File: src/rtl/bist_controller.sv
// Sequencer for the 1-bit full-adder BIST: drives the LFSR TPG, muxes patterns
// onto the CUT and scores its responses against a golden sum/carry.
module bist_controller #(
  parameter int unsigned NUM_PATTERNS = 7,
  parameter int unsigned FAIL_CNT_W   = 3
) (
  input  logic                  clock,
  input  logic                  reset,
  input  logic                  start,
  input  logic                  func_a,
  input  logic                  func_b,
  input  logic                  func_cin,
  input  logic [2:0]            tpg_pattern,
  output logic                  tpg_load,
  output logic                  tpg_step,
  output logic                  cut_a,
  output logic                  cut_b,
  output logic                  cut_cin,
  input  logic                  cut_sum,
  input  logic                  cut_cout,
  output logic                  test_mode,
  output logic                  busy,
  output logic                  done,
  output logic                  pass,
  output logic [FAIL_CNT_W-1:0] fail_count,
  output logic [2:0]            first_fail_pattern
);

  localparam int unsigned CNT_W = (NUM_PATTERNS > 1) ? $clog2(NUM_PATTERNS) : 1;
  localparam logic [CNT_W-1:0] LAST_CNT = CNT_W'(NUM_PATTERNS - 1);
  localparam logic [FAIL_CNT_W-1:0] FAIL_MAX = '1;

  typedef enum logic [2:0] {
    IDLE   = 3'd0,
    LOAD   = 3'd1,
    SETTLE = 3'd2,
    RUN    = 3'd3,
    DONE   = 3'd4
  } state_e;

  state_e                state_q, state_d;
  logic [CNT_W-1:0]      cnt_q, cnt_d;
  logic [FAIL_CNT_W-1:0] fail_cnt_q, fail_cnt_d;
  logic [2:0]            first_fail_q, first_fail_d;
  logic                  pass_q, pass_d;

  logic exp_sum, exp_cout, mismatch, last_cmp, accept_start;

  assign exp_sum  = ^tpg_pattern;
  assign exp_cout = (tpg_pattern[2] & tpg_pattern[1]) |
                    (tpg_pattern[2] & tpg_pattern[0]) |
                    (tpg_pattern[1] & tpg_pattern[0]);
  assign mismatch = {cut_cout, cut_sum} != {exp_cout, exp_sum};
  assign last_cmp = (cnt_q == LAST_CNT);
  assign accept_start = start && ((state_q == IDLE) || (state_q == DONE));

  always_ff @(posedge clock) begin
    if (reset) begin
      state_q      <= IDLE;
      cnt_q        <= '0;
      fail_cnt_q   <= '0;
      first_fail_q <= '0;
      pass_q       <= 1'b0;
    end else begin
      state_q      <= state_d;
      cnt_q        <= cnt_d;
      fail_cnt_q   <= fail_cnt_d;
      first_fail_q <= first_fail_d;
      pass_q       <= pass_d;
    end
  end

  always_comb begin
    state_d = state_q;
    unique case (state_q)
      IDLE:    if (start) state_d = LOAD;
      LOAD:    state_d = SETTLE;
      SETTLE:  state_d = RUN;
      RUN:     if (last_cmp) state_d = DONE;
      DONE:    if (start) state_d = LOAD;
      default: state_d = IDLE;
    endcase
  end

  // Result datapath; a zero fail count doubles as "no mismatch seen yet"
  // because the counter saturates and never wraps back to zero.
  always_comb begin
    cnt_d        = cnt_q;
    fail_cnt_d   = fail_cnt_q;
    first_fail_d = first_fail_q;
    pass_d       = pass_q;
    if (accept_start) begin
      cnt_d        = '0;
      fail_cnt_d   = '0;
      first_fail_d = '0;
      pass_d       = 1'b0;
    end else if (state_q == RUN) begin
      cnt_d = cnt_q + 1'b1;
      if (mismatch) begin
        if (fail_cnt_q != FAIL_MAX) fail_cnt_d = fail_cnt_q + 1'b1;
        if (fail_cnt_q == '0) first_fail_d = tpg_pattern;
      end
      if (last_cmp) pass_d = (fail_cnt_d == '0);
    end
  end

  always_comb begin
    test_mode = (state_q == LOAD) || (state_q == SETTLE) || (state_q == RUN);
    busy      = test_mode;
    done      = (state_q == DONE);
    tpg_load  = (state_q == LOAD);
    tpg_step  = (state_q == RUN) && !last_cmp;
  end

  assign cut_a   = test_mode ? tpg_pattern[2] : func_a;
  assign cut_b   = test_mode ? tpg_pattern[1] : func_b;
  assign cut_cin = test_mode ? tpg_pattern[0] : func_cin;

  assign pass               = pass_q;
  assign fail_count         = fail_cnt_q;
  assign first_fail_pattern = first_fail_q;

endmodule

File: config.mk
export PLATFORM = sky130hd
export DESIGN_NAME = bist_controller
export DESIGN_NICKNAME = d
export VERILOG_FILES = /design/src/rtl/bist_controller.sv
export SDC_FILE = /design/constraint.sdc
export NUM_CORES = 1
export LEC_CHECK = 0
export BUFFER_PORTS_ARGS = -buffer_cell sky130_fd_sc_hd__buf_2
export CAP_MARGIN = 20
export CORE_MARGIN = 1
export CORE_UTILIZATION = 47
export DETAILED_ROUTE_END_ITERATION = 7
export HOLD_SLACK_MARGIN = 0.05
export PLACE_DENSITY_LB_ADDON = 0.3
export SETUP_SLACK_MARGIN = 0.4
export SLEW_MARGIN = 30
export SYNTH_ARGS = -nofsm -noshare
export SYNTH_HDL_FRONTEND = slang
export SYNTH_SLANG_ARGS = --single-unit
File: constraint.sdc
create_clock -name clock -period 2.1 [get_ports clock]
set_input_delay 0.21 -clock clock [delete_from_list [all_inputs] [get_ports clock]]
set_output_delay 0.21 -clock clock [all_outputs]
set_load 0.05 [all_outputs]
==> results of run 1 <==
[power by group through the flow]
stage                     combinational (W)  sequential [W]  clock (W)
after floorplan                    0.000166        0.000277          0
after global routing               0.000271        0.000267   0.000177
after CTS                          0.000219        0.000269   0.000164
after global placement             0.000207        0.000272          0
final                              0.000256        0.000265   0.000157
after detailed placement           0.000212        0.000273          0
[area by class of cell]
cell class | count | area (um2)
Clock inverter | 1 | 5.00
Fill cell | 118 | 462
Multi-Input combinational cell | 57 | 480
Inverter | 8 | 47.5
Tap cell | 16 | 20.0
Timing Repair Buffer | 31 | 201
Sequential cell | 13 | 268
Clock buffer | 3 | 22.5
[registers in the layout (all words and copies together), names as in the netlist]
| name | flops |
|---|---|
| cnt_q | 3 |
| state_q | 3 |
| fail_count | 3 |
| pass | 1 |
| first_fail_pattern | 3 |
[layer usage]
metal	vias up	GRT usage	wire, um
met4	0	0.0938	46
met5	-	0	0
li1	342	-	-
met1	318	0.225	692
met2	16	0.331	960
met3	4	0.0388	59
[worst paths after layout]
kind	end	slack, ps
hold / removal	state_q[0]	110
setup reg to reg	first_fail_pattern[2]	640
hold reg to reg	pass	480
setup / recovery	cut_cin	450
[cell families (layout without fill, tap and decap cells)]
family	after synthesis	after routing	share of synthesized area
XOR/XNOR	4	4	0.0565
multiplexers	7	7	0.0980
AO/OA/AOI/OAI	16	16	0.178
buffers and inverters	10	43	0.0548
adder cells (fa/ha/maj)	5	5	0.0930
AND/OR/NAND/NOR	25	25	0.174
flip-flops	13	13	0.346
[what timing repair did]
action,in CTS,in global routing
setup endpoints to repair,3,6
hold buffers,0,0
pin swaps,1,5
gates cloned,0,0
hold endpoints to repair,0,0
resized for setup,7,14
setup buffers,0,6
[cells in the final DEF, fill, tap and decap left out, types with 2 or more instances in the layout]
| cell type | instances |
|---|---|
| buf_2 | 20 |
| dfxtp_1 | 11 |
| nor2_1 | 9 |
| buf_4 | 8 |
| nand2_1 | 7 |
| inv_1 | 5 |
| a21oi_1 | 5 |
| mux2i_1 | 4 |
| ha_1 | 4 |
| mux2_2 | 3 |
| clkbuf_4 | 3 |
| inv_4 | 2 |
| xor2_1 | 2 |
| nor2b_1 | 2 |
| buf_8 | 2 |
| dfxtp_4 | 2 |
[per-stage QoR]
step	setup WS, ps	hold WS, ps	cell area [um2]	util	total power (W)
floorplan	378	279	773	-	0.000443
global placement	147	422	907	0.602	0.000480
detailed placement	112	427	907	0.602	0.000485
CTS	405	108	950	0.630	0.000652
global route	369	117	1040	0.694	0.000714
finish	451	110	1040	0.694	0.000678
[worst max-delay path: stages, from the launching register on]
cell,delay [ps]
dfxtp_4,380
nor2_2,60
nor2_4,150
mux2_2,370
buf_4,190
==> out/metrics.cfg, run 1 <==
[status]
outcome = finished, final reports clean

[synthesis]
synth_common_cells = 13 x dfxtp_1, 11 x nor2_1, 8 x inv_1, 7 x nand2_1, 5 x a21oi_1
ys_seq_area_frac = 0.346
synth_ff_type = dfxtp_1
synth-edff-count = 0
synthTopCellsByArea = dfxtp_1 35%, ha_1 6.6%, nor2_1 5.5%
synth_area_leader_cell = dfxtp_1
netlist_instances = 80
synth_cell_types = 31
syn_area_per_cell_um2 = 9.42
synth.most_common_cell = dfxtp_1
yosysWarningCount = 0
async_reset_ff_frac = 0
synth_top_area_frac = 0.346
syn_nets = 96
yosys_register_bits = 13
synth.cell_area_um2 = 753

[global_route]
grt_pass1_wl_um = 2530
grt_max_degree = 12
antenna_found_initial = 0
grt_pass1_vias = 589
grt_use_total = 0.192
overflow = 0

[critical_path]
r2r-start = fail_count[0]
end_kind = primary output
rr_worst_depth = 6
critPathKind = register to primary output
crit_arrival_ps = 1440
cp_max_fo = 6
cp.required_ps = 1890
crit_path_start_kind = register
crit_start = state_q[0]

[power_and_ir_drop]
powerDensity_mw_per_mm2 = 649
p_comb_frac = 0.377
pwr-share-clk = 0.232
switchingPower_w = 0.000258
internal_power_w = 0.000421
p_sw_frac = 0.380
leakage_nw = 0.494
vdd_drop_max_v = 0.000600
power_frac_seq = 0.391

[hold_path]
hold_path_class = input port to register
hold_start = reset
min_path_cells = 2

[floorplanning]
rows = 14
floorplan.die_area_mm2 = 0.00177
die_x_um = 42.0
ios = 26
start_util = 0.500
dieHeight_um = 42.0
coreArea_mm2 = 0.00151

[sta]
rsz0062_at_grt = yes
hold_violations = 0
setup_viol = 0
slew_headroom = 0.657
tns_ps = 0
finClkSkew_ps = 8.99
fmax_ghz = 0.606
drv_slew = 0
finalCritPeriodShare = 0.785
tightest_slew_ps = 512
min_period_ps = 1650

[placement]
port_buffers = 25
place_congestion = 0.755
dp_cells = 119
dp_hpwl_um = 1190

[detailed_routing]
first_pass_iters = 4
wl_per_cell_um = 13.6
drc = 0
wl_um = 1760
via_per_inst = 5.27
ant_nets = 0
vias = 680
drt_iter0_markers = 6

[clocking]
cts_sinks = 13
clkTransAtPathRegs_ps = 90
clockRootBuffer = clkbuf_4
clk_latency_ps = 290
clk_path_buf_depth = 2
cts_tree = yes
htree_num_levels = 1
cts_buffers = 3

[final_layout]
nets = 130
area_growth_pct = 38.7
diodes = 0
instances_no_fill = 129
drive_gt1_frac = 0.451

[job]
drv_cap = 0

No activity file was read; power rests on OpenSTA's default activity.
==> inputs of run 2 (changes only) <==
Clock period 2.1 ns to 1.6 ns, I/O delays scaled along.
==> run 2 against run 1 <==
  * Worst hold slack worse by 33 ps
  * Clock power grew 29%
  * Sequential share of layout area shrank 3.5 points
  * Critical endpoint is now fail_count[1]
==> out/metrics.cfg, run 2 (synthesis results as in run 1) <==
[global_route]
grt_pass1_wl_um = 3350  ; was 2530 um
grt_max_degree = 11  ; was 12
overflow = 0  ; unchanged
grt_pass1_vias = 749  ; was 589
antenna_found_initial = 0  ; unchanged
grt_use_total = 0.246  ; was 0.192

[status]
outcome = finished, final reports clean  ; unchanged

[detailed_routing]
wl_per_cell_um = 14.1  ; was 13.6 um
drc = 0  ; unchanged
wl_um = 1940  ; was 1760 um
via_per_inst = 5.32  ; was 5.27
first_pass_iters = 4  ; unchanged
ant_nets = 0  ; unchanged
drt_iter0_markers = 9  ; was 6
vias = 729  ; was 680

[placement]
place_congestion = 0.760  ; was 0.755
dp_cells = 124  ; was 119
dp_slack_ps = -310  ; was 112 ps
dp_hpwl_um = 1220  ; was 1190 um
port_buffers = 25  ; unchanged

[clocking]
htree_num_levels = 1  ; unchanged
cts_tree = yes  ; unchanged
clk_path_buf_depth = 2  ; unchanged
clockRootBuffer = clkbuf_4  ; unchanged
cts_buffers = 3  ; unchanged
postCtsHoldBufs = 0  ; unchanged
cts_sinks = 13  ; unchanged
clk_latency_ps = 280  ; was 290 ps
clkTransAtPathRegs_ps = 70  ; was 90 ps

[sta]
drv_slew = 0  ; unchanged
fmax_ghz = 0.661
rsz0062_at_grt = yes  ; unchanged
setup_viol = 0  ; unchanged
fin_ws_ps = 86.9  ; was 451 ps
finalCritPeriodShare = 0.946
tightest_slew_ps = 386  ; was 512 ps
min_period_ps = 1510
tns_ps = 0  ; unchanged
hold_violations = 0  ; unchanged
slew_headroom = 0.743  ; was 0.657
finClkSkew_ps = 0.767  ; was 8.99 ps
hold_ws_ps = 77.1  ; was 110 ps

[critical_path]
cp.required_ps = 1770  ; was 1890 ps
path_cells = buf_8, inv_8, fa_2, xor2_4, buf_4, a221oi_4, mux2i_1, nor2_1  ; was nor2_2, nor2_4, mux2_2, buf_4
r2r_slack_ps = 150  ; was 640 ps
cp_max_fo = 3  ; was 6
r2r-start = fail_count[0]  ; unchanged
end_kind = register  ; was primary output
crit_path_start_kind = input port  ; was register
rr_worst_depth = 6  ; unchanged
r2r-end = first_fail_pattern[1]  ; was first_fail_pattern[2]
crit_arrival_ps = 1690  ; was 1440 ps
critPathMaxStageDelay_ps = 610  ; was 380 ps
critPathKind = input port to register  ; was register to primary output
crit_slowest_cell = fa_2  ; was dfxtp_4

[floorplanning]
rows = 14  ; unchanged
ios = 26  ; unchanged
floorplan.die_area_mm2 = 0.00177  ; unchanged
coreArea_mm2 = 0.00151  ; unchanged
dieHeight_um = 42.0  ; unchanged
start_util = 0.500  ; unchanged
die_x_um = 42.0  ; unchanged

[power_and_ir_drop]
total_power_w = 0.000984  ; was 0.000678 W
leakage_nw = 0.561  ; was 0.494 nW
vdd_drop_max_v = 0.000736  ; was 0.000600 V
powerDensity_mw_per_mm2 = 787  ; was 649 mW/mm2

[final_layout]
nets = 138  ; was 130
fill_cells = 84  ; was 118
diodes = 0  ; unchanged
drive_gt1_frac = 0.612  ; was 0.451
final_common_cell = buf_2  ; unchanged
area_growth_pct = 65.9  ; was 38.7%
layout_common_cells = 15 x buf_2, 13 x buf_4, 9 x nor2_1, 9 x buf_6, 6 x dfxtp_1  ; was 20 x buf_2, 11 x dfxtp_1, 9 x nor2_1, 8 x buf_4, 7 x nand2_1
instances_no_fill = 137  ; was 129

[hold_path]
hold_start = reset  ; unchanged
min_path_cells = 2  ; unchanged
min_to = state_q[0]  ; unchanged
hold_path_class = input port to register  ; unchanged

[job]
drv_cap = 0  ; unchanged

## run 2: changes by cell type in the layout (fill, tap and decap cells not counted), sizes merged
cell,change
buf,+8
inv,+1
clkinv,-2
clkbuf,+1
## run 2: worst max path at each step
stage | end | cells after the start | from | slack [ps]
final | fail_count[1] | 8 | tpg_pattern[2] | 90
after global routing | fail_count[1] | 8 | tpg_pattern[2] | 30
after CTS | first_fail_pattern[1] | 7 | tpg_pattern[2] | 30
after detailed placement | first_fail_pattern[0] | 7 | tpg_pattern[2] | -310
after global placement | first_fail_pattern[0] | 7 | tpg_pattern[2] | -260
after floorplan | first_fail_pattern[0] | 6 | tpg_pattern[2] | -70
## run 2: timing repair
item | in CTS | in global routing
pin swaps | 11 | 11
endpoints found under the setup margin | 16 | 17
hold endpoints to repair | 0 | 0
setup buffers | 9 | 0
resized for setup | 38 | 6
cloned | 0 | 0
## run 2: metrics by stage
step / area [um2] / utilization
6_report: 1250 / 0.830
5_1_grt: 1250 / 0.830
3_3_place_gp: 987 / 0.655
2_1_floorplan: 820 / -
4_1_cts: 1230 / 0.819
3_5_place_dp: 987 / 0.655
## run 2: final cells by class
type | instances | area (um2) | share of cell area
multi-input combinational | 57 | 583 | 0.466
sequential | 13 | 277 | 0.221
clock buffer | 4 | 26.3 | 0.0210
timing repair buffer | 39 | 304 | 0.243
inverter | 8 | 40.0 | 0.0320
tap | 16 | 20.0 | 0.0160
## run 2: per-layer routing
layer  routed length (um)  track usage  vias up
met5                    0            0        -
met4                   51        0.119        0
met3                   80       0.0388        4
met2                  991        0.413       22
met1                  815        0.308      347
li1                     -            -      356
## run 2: report_power, final
group	leakage, nW	internal [W]	total [W]	switching (W)
Clock	0.0150	0.0000969	0.000203	0.000106
Combinational	0.437	0.000190	0.000436	0.000245
Sequential	0.109	0.000334	0.000345	0.0000112
## run 2: worst max-delay path, delay by kind of cell
| kind | cells | cell delay, ps |
|---|---|---|
| multiplexers | 1 | 240 |
| XOR/XNOR | 1 | 100 |
| buffers and inverters | 3 | 270 |
| adder cells (fa/ha/maj) | 1 | 610 |
| AND/OR/NAND/NOR | 1 | 50 |
| AO/OA/AOI/OAI | 1 | 260 |
